==> src/rtl/ltc2387_pkg.sv <==
// Shared types and constants for the LTC2387 two-lane serial receiver.
package ltc2387_pkg;

  localparam int ADC_WIDTH_DEF = 18;
  localparam int LANES         = 2;

  typedef enum logic [2:0] {
    IDLE,
    CNV,
    WAIT,
    READ,
    FLUSH,
    DONE
  } state_t;

  function automatic int max2(input int a, input int b);
    return (a > b) ? a : b;
  endfunction

endpackage

==> src/rtl/ltc2387_sync.sv <==
// Two-flop synchronizer; with EDGE_EN set it also flags any change of the
// synchronized level (rising or falling) for one clk cycle.
module ltc2387_sync #(
  parameter bit EDGE_EN = 1'b0
) (
  input  logic clk,
  input  logic reset_n,
  input  logic d,
  output logic q,
  output logic edge_det
);

  logic [1:0] sync_ff;

  // NOTE: non-blocking assignments so each stage samples the previous stage's old value.
  always_ff @(posedge clk or negedge reset_n) begin
    if (!reset_n) sync_ff <= '0;
    else          sync_ff <= {sync_ff[0], d};
  end

  assign q = sync_ff[1];

  generate
    if (EDGE_EN) begin : g_edge
      logic q_d;
      always_ff @(posedge clk or negedge reset_n) begin
        if (!reset_n) q_d <= 1'b0;
        else          q_d <= sync_ff[1];
      end
      assign edge_det = sync_ff[1] ^ q_d;
    end else begin : g_no_edge
      assign edge_det = 1'b0;
    end
  endgenerate

endmodule

==> src/rtl/ltc2387_rx.sv <==
// LTC2387 receiver: drives cnv/adc_clk, captures DDR two-lane data on echoed dco
// edges and presents samples with a valid/ready handshake. Optional LTC2387_RX_STATS_EN.
module ltc2387_rx
  import ltc2387_pkg::*;
#(
  parameter int ADC_WIDTH    = ADC_WIDTH_DEF,
  parameter int CNV_HIGH     = 4,
  parameter int T_CONV       = 30,
  parameter int CLK_HALF     = 2,
  parameter int CNV_PERIOD   = 64,
  parameter int EDGE_TIMEOUT = 16
) (
  input  logic                 clk,
  input  logic                 reset_n,
  input  logic                 enable,
  output logic                 cnv,
  output logic                 adc_clk,
  input  logic                 dco,
  input  logic                 da,
  input  logic                 db,
  output logic [ADC_WIDTH-1:0] sample_data,
  output logic                 sample_valid,
  input  logic                 sample_ready,
  output logic                 overrun,
  output logic                 frame_err
`ifdef LTC2387_RX_STATS_EN
  ,
  output logic [15:0]          sample_cnt,
  output logic [15:0]          drop_cnt
`endif
);

  localparam int HALF    = ADC_WIDTH / LANES;
  localparam int TOGGLES = HALF + 1;
  localparam int CYC_MAX = max2(max2(CNV_HIGH, T_CONV), max2(CLK_HALF, EDGE_TIMEOUT));
  localparam int CYC_W   = $clog2(CYC_MAX + 1);
  localparam int PER_W   = $clog2(CNV_PERIOD + 1);
  localparam int TOG_W   = $clog2(TOGGLES + 1);
  localparam int EDG_W   = $clog2(HALF + 1);

  state_t                 state, state_next;
  logic [CYC_W-1:0]       cyc_cnt;
  logic [PER_W-1:0]       period_cnt;
  logic [TOG_W-1:0]       tog_cnt;
  logic [EDG_W-1:0]       edge_cnt;
  logic [ADC_WIDTH-1:0]   shift_reg;
  logic                   started;
  logic                   dco_edge, da_s, db_s;
  logic                   unused_dco_level, unused_da_edge, unused_db_edge;
  logic                   capture, frame_full, half_done, last_toggle, timeout, load;

  ltc2387_sync #(.EDGE_EN(1'b1)) u_dco_sync (
    .clk(clk), .reset_n(reset_n), .d(dco), .q(unused_dco_level), .edge_det(dco_edge)
  );
  ltc2387_sync u_da_sync (
    .clk(clk), .reset_n(reset_n), .d(da), .q(da_s), .edge_det(unused_da_edge)
  );
  ltc2387_sync u_db_sync (
    .clk(clk), .reset_n(reset_n), .d(db), .q(db_s), .edge_det(unused_db_edge)
  );

  // Data lanes share the dco synchronizer depth, so da_s/db_s are aligned with dco_edge.
  assign capture     = dco_edge && (state == READ || state == FLUSH) && (edge_cnt < EDG_W'(HALF));
  assign frame_full  = (edge_cnt == EDG_W'(HALF)) || (capture && edge_cnt == EDG_W'(HALF - 1));
  assign half_done   = (cyc_cnt == CYC_W'(CLK_HALF - 1));
  assign last_toggle = (state == READ) && half_done && (tog_cnt == TOG_W'(TOGGLES - 1));
  assign load        = (state == DONE) && (!sample_valid || sample_ready);

  always_ff @(posedge clk or negedge reset_n) begin
    if (!reset_n) state <= IDLE;
    else          state <= state_next;
  end

  // NOTE: defaults first so every path assigns state_next and timeout (no latch).
  always_comb begin
    state_next = state;
    timeout    = 1'b0;
    case (state)
      IDLE:  if (enable && (!started || period_cnt >= PER_W'(CNV_PERIOD - 1))) state_next = CNV;
      CNV:   if (cyc_cnt == CYC_W'(CNV_HIGH - 1)) state_next = WAIT;
      WAIT:  if (cyc_cnt == CYC_W'(T_CONV - 1)) state_next = READ;
      READ:  if (last_toggle) state_next = frame_full ? DONE : FLUSH;
      FLUSH: begin
        if (frame_full) begin
          state_next = DONE;
        end else if (cyc_cnt == CYC_W'(EDGE_TIMEOUT - 1)) begin
          state_next = IDLE;
          timeout    = 1'b1;
        end
      end
      DONE:    state_next = IDLE;
      default: state_next = IDLE;
    endcase
  end

  always_ff @(posedge clk or negedge reset_n) begin
    if (!reset_n) begin
      cyc_cnt    <= '0;
      period_cnt <= '0;
      started    <= 1'b0;
      cnv        <= 1'b0;
    end else begin
      cnv <= (state_next == CNV);
      if (state_next != state || (state == READ && half_done))
        cyc_cnt <= '0;
      else if (state inside {CNV, WAIT, READ, FLUSH})
        cyc_cnt <= cyc_cnt + 1'b1;
      if (state_next == CNV && state != CNV) begin
        period_cnt <= '0;
        started    <= 1'b1;
      end else if (period_cnt != PER_W'(CNV_PERIOD - 1)) begin
        period_cnt <= period_cnt + 1'b1;
      end
    end
  end

  // The initial rise counts as the first toggle; the last toggle always leaves adc_clk low.
  always_ff @(posedge clk or negedge reset_n) begin
    if (!reset_n) begin
      adc_clk <= 1'b0;
      tog_cnt <= '0;
    end else if (state == WAIT && state_next == READ) begin
      adc_clk <= 1'b1;
      tog_cnt <= TOG_W'(1);
    end else if (state == READ && half_done) begin
      adc_clk <= last_toggle ? 1'b0 : ~adc_clk;
      tog_cnt <= tog_cnt + 1'b1;
    end
  end

  // NOTE: the shift register is ordinary flops, not a RAM, so it takes the async reset too.
  always_ff @(posedge clk or negedge reset_n) begin
    if (!reset_n) begin
      shift_reg <= '0;
      edge_cnt  <= '0;
    end else if (state_next == CNV && state != CNV) begin
      shift_reg <= '0;
      edge_cnt  <= '0;
    end else if (capture) begin
      shift_reg <= {shift_reg[ADC_WIDTH-3:0], da_s, db_s};
      edge_cnt  <= edge_cnt + 1'b1;
    end
  end

  always_ff @(posedge clk or negedge reset_n) begin
    if (!reset_n) begin
      sample_data  <= '0;
      sample_valid <= 1'b0;
      overrun      <= 1'b0;
      frame_err    <= 1'b0;
    end else begin
      frame_err <= timeout;
      overrun   <= (state == DONE) && !load;
      if (load) begin
        sample_data  <= shift_reg;
        sample_valid <= 1'b1;
      end else if (sample_valid && sample_ready) begin
        sample_valid <= 1'b0;
      end
    end
  end

`ifdef LTC2387_RX_STATS_EN
  always_ff @(posedge clk or negedge reset_n) begin
    if (!reset_n) begin
      sample_cnt <= '0;
      drop_cnt   <= '0;
    end else begin
      if (load) sample_cnt <= sample_cnt + 1'b1;
      if (timeout || ((state == DONE) && !load)) drop_cnt <= drop_cnt + 1'b1;
    end
  end
`endif

endmodule

==> config.mk <==
export PLATFORM = sky130hd
export DESIGN_NAME = ltc2387_rx
export DESIGN_NICKNAME = d
export VERILOG_FILES = /design/src/rtl/ltc2387_pkg.sv /design/src/rtl/ltc2387_sync.sv /design/src/rtl/ltc2387_rx.sv
export SDC_FILE = /design/constraint.sdc
export NUM_CORES = 1
export LEC_CHECK = 0
export ABC_AREA = 1
export ABC_CLOCK_PERIOD_IN_PS = 2000
export BUFFER_PORTS_ARGS = -buffer_cell sky130_fd_sc_hd__buf_2
export CAP_MARGIN = 20
export CORE_AREA = 2 2 78 80
export CTS_CLUSTER_SIZE = 8
export DETAILED_ROUTE_END_ITERATION = 16
export DIE_AREA = 0 0 80 82
export GPL_TIMING_DRIVEN = 0
export MAX_ROUTING_LAYER = met4
export PLACE_DENSITY = 0.78
export SYNTH_ARGS = -nofsm -noshare
export SYNTH_HDL_FRONTEND = slang
export SYNTH_SLANG_ARGS = --single-unit
==> constraint.sdc <==
create_clock -name clk -period 2 [get_ports clk]
set_input_delay 0.4 -clock clk [delete_from_list [all_inputs] [get_ports clk]]
set_output_delay 0.4 -clock clk [all_outputs]
set_load 0.01 [all_outputs]
==> key figures, run 1 <==
Status
  – Status: finished, final reports clean

Worst hold path
  – Worst Hold Class: input pin to asynchronous set/reset pin

Drt
  – WL met3: 191 um
  – First drt pass iteration count: 5
  – Average wire per standard cell: 12.3 um
  – DR top layer: met4
  – Drt drc: 0
  – Number of DRC markers in iteration 0: 133
  – Via count: 2149
  – Met2 Wirelength: 2440 um
  – Drt via density: 5.08
  – Post-route ant nets: 0
  – Post-Route WL: 5220 um
  – Wl on met1: 2530 um

Timing
  – Clock skew after layout: 4.32 ps
  – Max Fclk: 555 MHz
  – RSZ-0062 raised after global routing: false
  – Worst Tran Pin Value: 885 ps
  – Fin. max-slew vios: 0
  – Final setup viols: 0
  – Min Clock Period, post-route: 1800 ps
  – Worst slew margin: 0.410
  – Setup_tns: 0 ps
  – Tcrit/Tclk final: 0.900
  – Final Hold Fails: 0

Logic synthesis
  – Avg Cell Area, Syn: 10.5 sq um
  – EDFF count, synth: 0
  – Top_reg_cell synth: dfrtp_1
  – Mapped Cells: 303
  – Synth unique cells: 37
  – Async SR Flop Fraction: 1.00
  – Synthesized Nets: 319
  – Post-Syn Area: 3190 sq um
  – Sequential fraction of the synthesis area: 0.564
  – #FFs+latches synth: 72
  – Syn. warnings: 0

Clock tree
  – Maximum clock insertion buffer count: 2
  – Post-CTS setup buffer count: 0
  – H-tree depth: 3
  – CTS tree: yes
  – Clock Sinks: 72
  – Clock Latency Late Sink: 340 ps
  – Clock slew at reported path FFs: 80 ps
  – CTS buffer count: 9
  – Clock root buffer: clkbuf_8

Placed design
  – Post-DP HPWL: 3620 um
  – IO Port Bufs: 29
  – Post-placement cell count: 407
  – Post-DP Area: 3430 sq um
  – Final Wtd Congestion: 0.895

Cells and area
  – Non-filler cells, final: 423
  – Fillers: 472
  – Ant diodes: 0
  – Ratio of cells with drive above 1 in the final layout: 0.250
  – Area growth syn-to-layout: 14.8%
  – Final Cell Area: 3660 sq um
  – Layout Nets: 359

Power and ir drop
  – Maximum vdd drop: 709 uV
  – Leakage: 2.05 nW
  – Pwr/cell area: 975 nW/um^2
  – Total Power: 3.57 mW

Worst setup path
  – Endpoint class of the critical path: register
  – Crit path DAT: 2030 ps
  – Worst EP required: 2230 ps
  – Worst-path maximum fanout: 10
  – Startpoint Class: register
  – Critical path class: register to register

Global route
  – Total track usage: 0.188
  – Initial antenna violation count: 0
  – First-pass GRT wire length: 9030 um
  – Overflow after GRT: 0
  – Largest net degree at the start of global routing: 73
  – Vias in the first global route: 2025

Die
  – Core area: 5750 sq um
  – Full die area: 6560 sq um
  – Die width: 80 um
  – Die height: 82 um
  – # rows: 28
  – I/O Pins: 30
  – Initial Util: 0.556

Flow run
  – Max-cap violations: 0
[per-stage QoR]
stage | hold WS (ps) | util | setup slack [ps]
global route | 135 | 0.638 | 29.0
detailed placement | 341 | 0.598 | 169
global placement | 334 | 0.597 | 169
CTS | 143 | 0.637 | 158
finish | 158 | 0.638 | 199
floorplan | 104 | - | 408
[cell usage in the layout (no fill, tap or decap), types with 2 or more instances in the layout]
cell | Yosys | layout
buf_4 | 1 | 2
ha_1 | 9 | 9
a21oi_1 | 4 | 4
mux2_2 | 18 | 18
xnor2_1 | 2 | 2
buf_2 | 2 | 30
inv_1 | 54 | 54
bufinv_16 | 0 | 2
inv_6 | 0 | 2
nand2_1 | 36 | 36
buf_6 | 2 | 2
dfrtp_1 | 72 | 72
nor3b_1 | 2 | 2
nand2_2 | 3 | 3
nand3_1 | 10 | 10
clkbuf_8 | 0 | 10
nand4_1 | 4 | 4
o21ai_0 | 5 | 5
nor2_2 | 1 | 2
nor2_1 | 28 | 27
xor2_1 | 6 | 6
nor3_1 | 5 | 5
a22oi_1 | 18 | 18
nor4_1 | 2 | 2
nand3_2 | 4 | 4
[layer usage]
layer  up-vias  track usage
li1       1061            -
met1      1051        0.235
met2        32        0.288
met3         5       0.0615
met4         0       0.0712
met5         -            -
[cell families after synthesis]
kind of cell / synth area share
AO/OA/AOI/OAI: 0.0748
XOR/XNOR: 0.0219
adder cells (fa/ha/maj): 0.0353
buffers and inverters: 0.0792
flip-flops: 0.564
multiplexers: 0.0635
AND/OR/NAND/NOR: 0.161
[cells in the mapped netlist (all sizes together) (3+ instances only)]
cell type | instances | area share
o21ai | 5 | 0.0078
mux2 | 18 | 0.063
nor3 | 6 | 0.011
ha | 9 | 0.035
a22oi | 19 | 0.046
nand3 | 15 | 0.034
inv | 56 | 0.067
dfrtp | 72 | 0.56
a21oi | 4 | 0.0063
nor4 | 3 | 0.0078
xor2 | 6 | 0.016
nand4 | 5 | 0.012
buf | 5 | 0.013
nand2 | 40 | 0.052
nor2 | 30 | 0.038
[where the power goes]
group          total, mW  switching, mW  internal (mW)  leakage, nW
clock network       1.29          0.550          0.743        0.113
registers           1.79          0.151           1.64        0.929
logic              0.489          0.291          0.198         1.00
total               3.57          0.992           2.58         2.05
[timing repair]
action	in CTS	in global routing
endpoints found under the setup margin	0	2
resized for setup	0	1
hold buffers	0	0
[path summary, 6_finish.rpt]
| kind | start | to | slack, ps | cells past startpoint |
|---|---|---|---|---|
| min | reset_n | period_cnt[6] | 160 | 1 |
| max | period_cnt[0] | shift_reg[14] | 200 | 11 |
| min in group clk | da | u_da_sync.sync_ff[0] | 160 | 1 |
| max reg2reg | period_cnt[0] | shift_reg[14] | 200 | 11 |
| min reg2reg | u_db_sync.sync_ff[0] | u_db_sync.sync_ff[1] | 360 | 0 |
| max in group asynchronous | reset_n | sample_data[2] | 1250 | 1 |
[worst max-delay path: stages, from the launching register on]
cell and delay (ps):
dfrtp_1 390, ha_1 190, nand2_1 110, nor2_2 130, nand3_1 120, nand3_2 120
nand2_4 90, nand2_2 100, inv_4 70, buf_6 140, a22oi_1 160, inv_1 70
[area by class of cell]
cell class | count | area, sq um | area share
Multi-Input combinational cell | 170 | 1140 | 0.311
Buffer | 5 | 40.0 | 0.0109
Sequential cell | 72 | 1800 | 0.492
Clock buffer | 10 | 138 | 0.0376
Inverter | 56 | 213 | 0.0580
Clock inverter | 6 | 90.1 | 0.0246
Timing Repair Buffer | 29 | 148 | 0.0403
Tap cell | 75 | 93.8 | 0.0256
(Power assumes the default switching activity.)
==> inputs of run 2 (changes only) <==
--- a/config.mk
+++ b/config.mk
@@ -9,13 +9,14 @@
 export ABC_CLOCK_PERIOD_IN_PS = 2000
 export BUFFER_PORTS_ARGS = -buffer_cell sky130_fd_sc_hd__buf_2
 export CAP_MARGIN = 20
-export CORE_AREA = 2 2 78 80
+export CORE_AREA = 2 2 82 76
 export CTS_CLUSTER_SIZE = 8
 export DETAILED_ROUTE_END_ITERATION = 16
-export DIE_AREA = 0 0 80 82
+export DIE_AREA = 0 0 84 78
 export GPL_TIMING_DRIVEN = 0
 export MAX_ROUTING_LAYER = met4
-export PLACE_DENSITY = 0.78
+export PLACE_DENSITY = 0.79
 export SYNTH_ARGS = -nofsm -noshare
 export SYNTH_HDL_FRONTEND = slang
+export SYNTH_HIERARCHICAL = 1
 export SYNTH_SLANG_ARGS = --single-unit
==> key figures, run 2 <==
Timing
  – Min Clock Period, post-route: 1800 ps (+1.93 ps)
  – Worst slew margin: 0.424 (+0.0143)
  – Clock skew after layout: 10.6 ps (+6.26 ps)
  – Final hold slack: 144 ps (-14.1 ps)
  – Tcrit/Tclk final: 0.901 (+0.000966)
  – Final Hold Fails: 0 (unchanged)
  – Worst Tran Pin Value: 864 ps (-21.5 ps)
  – Setup ws final: 197 ps (-1.93 ps)
  – Fin. max-slew vios: 0 (unchanged)
  – Setup_tns: 0 ps (unchanged)
  – Final setup viols: 0 (unchanged)
  – RSZ-0062 raised after global routing: false
  – Max Fclk: 555 MHz (-0.11%)

Placed design
  – Post-DP Area: 3430 sq um (-0.25%)
  – Final Wtd Congestion: 0.843 (-5.8%)
  – Post-DP HPWL: 3590 um (-0.84%)
  – IO Port Bufs: 29 (unchanged)
  – Dpl ws: 207 ps (+38.1 ps)

Logic synthesis
  – Mapped Cells: 305 (+0.66%)
  – Post-Syn Area: 3190 sq um (about the same)
  – Avg Cell Area, Syn: 10.5 sq um (-0.73%)
  – Syn. warnings: 6 (+6)
  – Synthesized Nets: 321 (+0.63%)

Clock tree
  – CTS tree: yes
  – Maximum clock insertion buffer count: 2 (unchanged)
  – Post-CTS Hold Buffers: 0 (unchanged)
  – H-tree depth: 3 (unchanged)
  – Clock slew at reported path FFs: 80 ps (about the same)
  – CTS buffer count: 9 (unchanged)
  – Clock root buffer: clkbuf_8
  – Clock Latency Late Sink: 350 ps (about the same)
  – Clock Sinks: 72 (unchanged)

Worst setup path
  – CP peak stage delay: 430 ps (+40 ps)
  – Startpoint Class: register
  – Worst setup path startpoint: cyc_cnt[0]
  – Reg2reg setup slack: 200 ps (about the same)
  – WP buf/inv: 1 (-2)
  – Worst EP required: 2280 ps (+50 ps)
  – Crit path max-delay family: simple AND/OR/NAND/NOR gates
  – Worst R2R Path Depth: 10 (-1)
  – Critical path class: register to register
  – Endpoint class of the critical path: register
  – Crit-path slowest cell: dfrtp_1
  – Worst Setup EP: cyc_cnt[1]
  – RR Startpoint: cyc_cnt[0]
  – Worst-path maximum fanout: 5 (-5)
  – Critical path, cell by cell: ha_1, inv_1, nor2_1, ha_1, or2_2, nand3_1, nand2_1, a21oi_2, nand2_2, nor2_1
  – Reg2reg end: cyc_cnt[1]
  – WP depth: 10 (-1)
  – Crit path DAT: 2090 ps (+60 ps)

Global route
  – Largest net degree at the start of global routing: 73 (unchanged)
  – Vias in the first global route: 2121 (+4.7%)
  – Overflow after GRT: 0 (unchanged)
  – Initial antenna violation count: 0 (unchanged)
  – First-pass GRT wire length: 9260 um (+2.5%)
  – Total track usage: 0.185 (-0.00245)

Cells and area
  – Most common cell after layout, fill and taps aside: dfrtp_1
  – Ant diodes: 0 (unchanged)
  – Most frequent cells in the layout: 72 x dfrtp_1, 52 x inv_1, 33 x nand2_1, 30 x buf_2, 27 x nor2_1
  – Layout Nets: 361 (+0.56%)
  – Final Cell Area: 3620 sq um (-1.3%)
  – Ratio of cells with drive above 1 in the final layout: 0.254 (+0.00429)
  – Area growth syn-to-layout: 13.4%

Die
  – Initial Util: 0.567 (+0.0112)
  – # rows: 26 (-7.1%)
  – Core area: 5630 sq um (-2.0%)
  – Die height: 78 um (-4.9%)
  – Full die area: 6550 sq um (-0.12%)
  – Die width: 84 um (+5.0%)
  – I/O Pins: 30 (unchanged)

Drt
  – Number of DRC markers in iteration 0: 81 (-39%)
  – Average wire per standard cell: 12.3 um (-0.25%)
  – Post-route ant nets: 0 (unchanged)
  – First drt pass iteration count: 5 (unchanged)
  – Via count: 2147 (-0.093%)
  – Drt via density: 5.11 (+0.62%)
  – Drt drc: 0 (unchanged)
  – Post-Route WL: 5170 um (-0.96%)

Power and ir drop
  – Pwr/cell area: 926 nW/um^2 (-5.0%)
  – Maximum vdd drop: 688 uV (-3.0%)
  – Leakage: 2.04 nW (-0.18%)

Flow run
  – Max-cap violations: 0 (unchanged)

Worst hold path
  – Worst Hold Class: input pin to register

Status
  – Status: finished, final reports clean
==> run 2: repair_timing <==
item	4_1_cts	5_1_grt
setup buffers	0	0
endpoints found under the setup margin	0	1
gates resized for setup	0	1
==> run 2: routing by layer <==
layer | vias up | track usage | share of wire
li1 | 1065 | - | -
met4 | 0 | 0.0532 | 0.011
met2 | 39 | 0.296 | 0.47
met3 | 7 | 0.0734 | 0.048
met1 | 1036 | 0.220 | 0.47
met5 | - | - | 0
==> run 2: worst min-delay path by stage <==
stage                               startpoint                   end  slack [ps]  depth (start not counted)
after floorplan                        reset_n               adc_clk         100                          0
after detailed placement  u_da_sync/sync_ff[0]  u_da_sync/sync_ff[1]         340                          0
after global placement    u_da_sync/sync_ff[0]  u_da_sync/sync_ff[1]         330                          0
final                                       db  u_db_sync/sync_ff[0]         140                          1
after CTS                                   da  u_da_sync/sync_ff[0]         130                          1
after global routing                        da  u_da_sync/sync_ff[0]         120                          1
==> run 2: power breakdown <==
part	internal, mW	switching, mW	leakage, nW
clock network	0.496	0.571	0.0895
logic	0.205	0.283	1.02
registers	1.64	0.156	0.929
total	2.34	1.01	2.04
==> run 2: stage by stage <==
stage / util / cells / power [mW]
2_1_floorplan: - / 305 / 2.15
3_3_place_gp: 0.608 / 404 / 2.28
3_5_place_dp: 0.609 / 404 / 2.32
4_1_cts: 0.642 / 420 / 3.39
5_1_grt: 0.643 / 420 / 3.54
6_report: 0.643 / 420 / 3.35
==> run 2: cell type report <==
class	count	area, sq um
fill	465	2010
timing repair buffer	29	148
tap	70	87.6
inverter	54	205
buffer	4	36.3
sequential	72	1800
multi-input combinational	175	1150
clock inverter	6	50.0
clock buffer	10	138
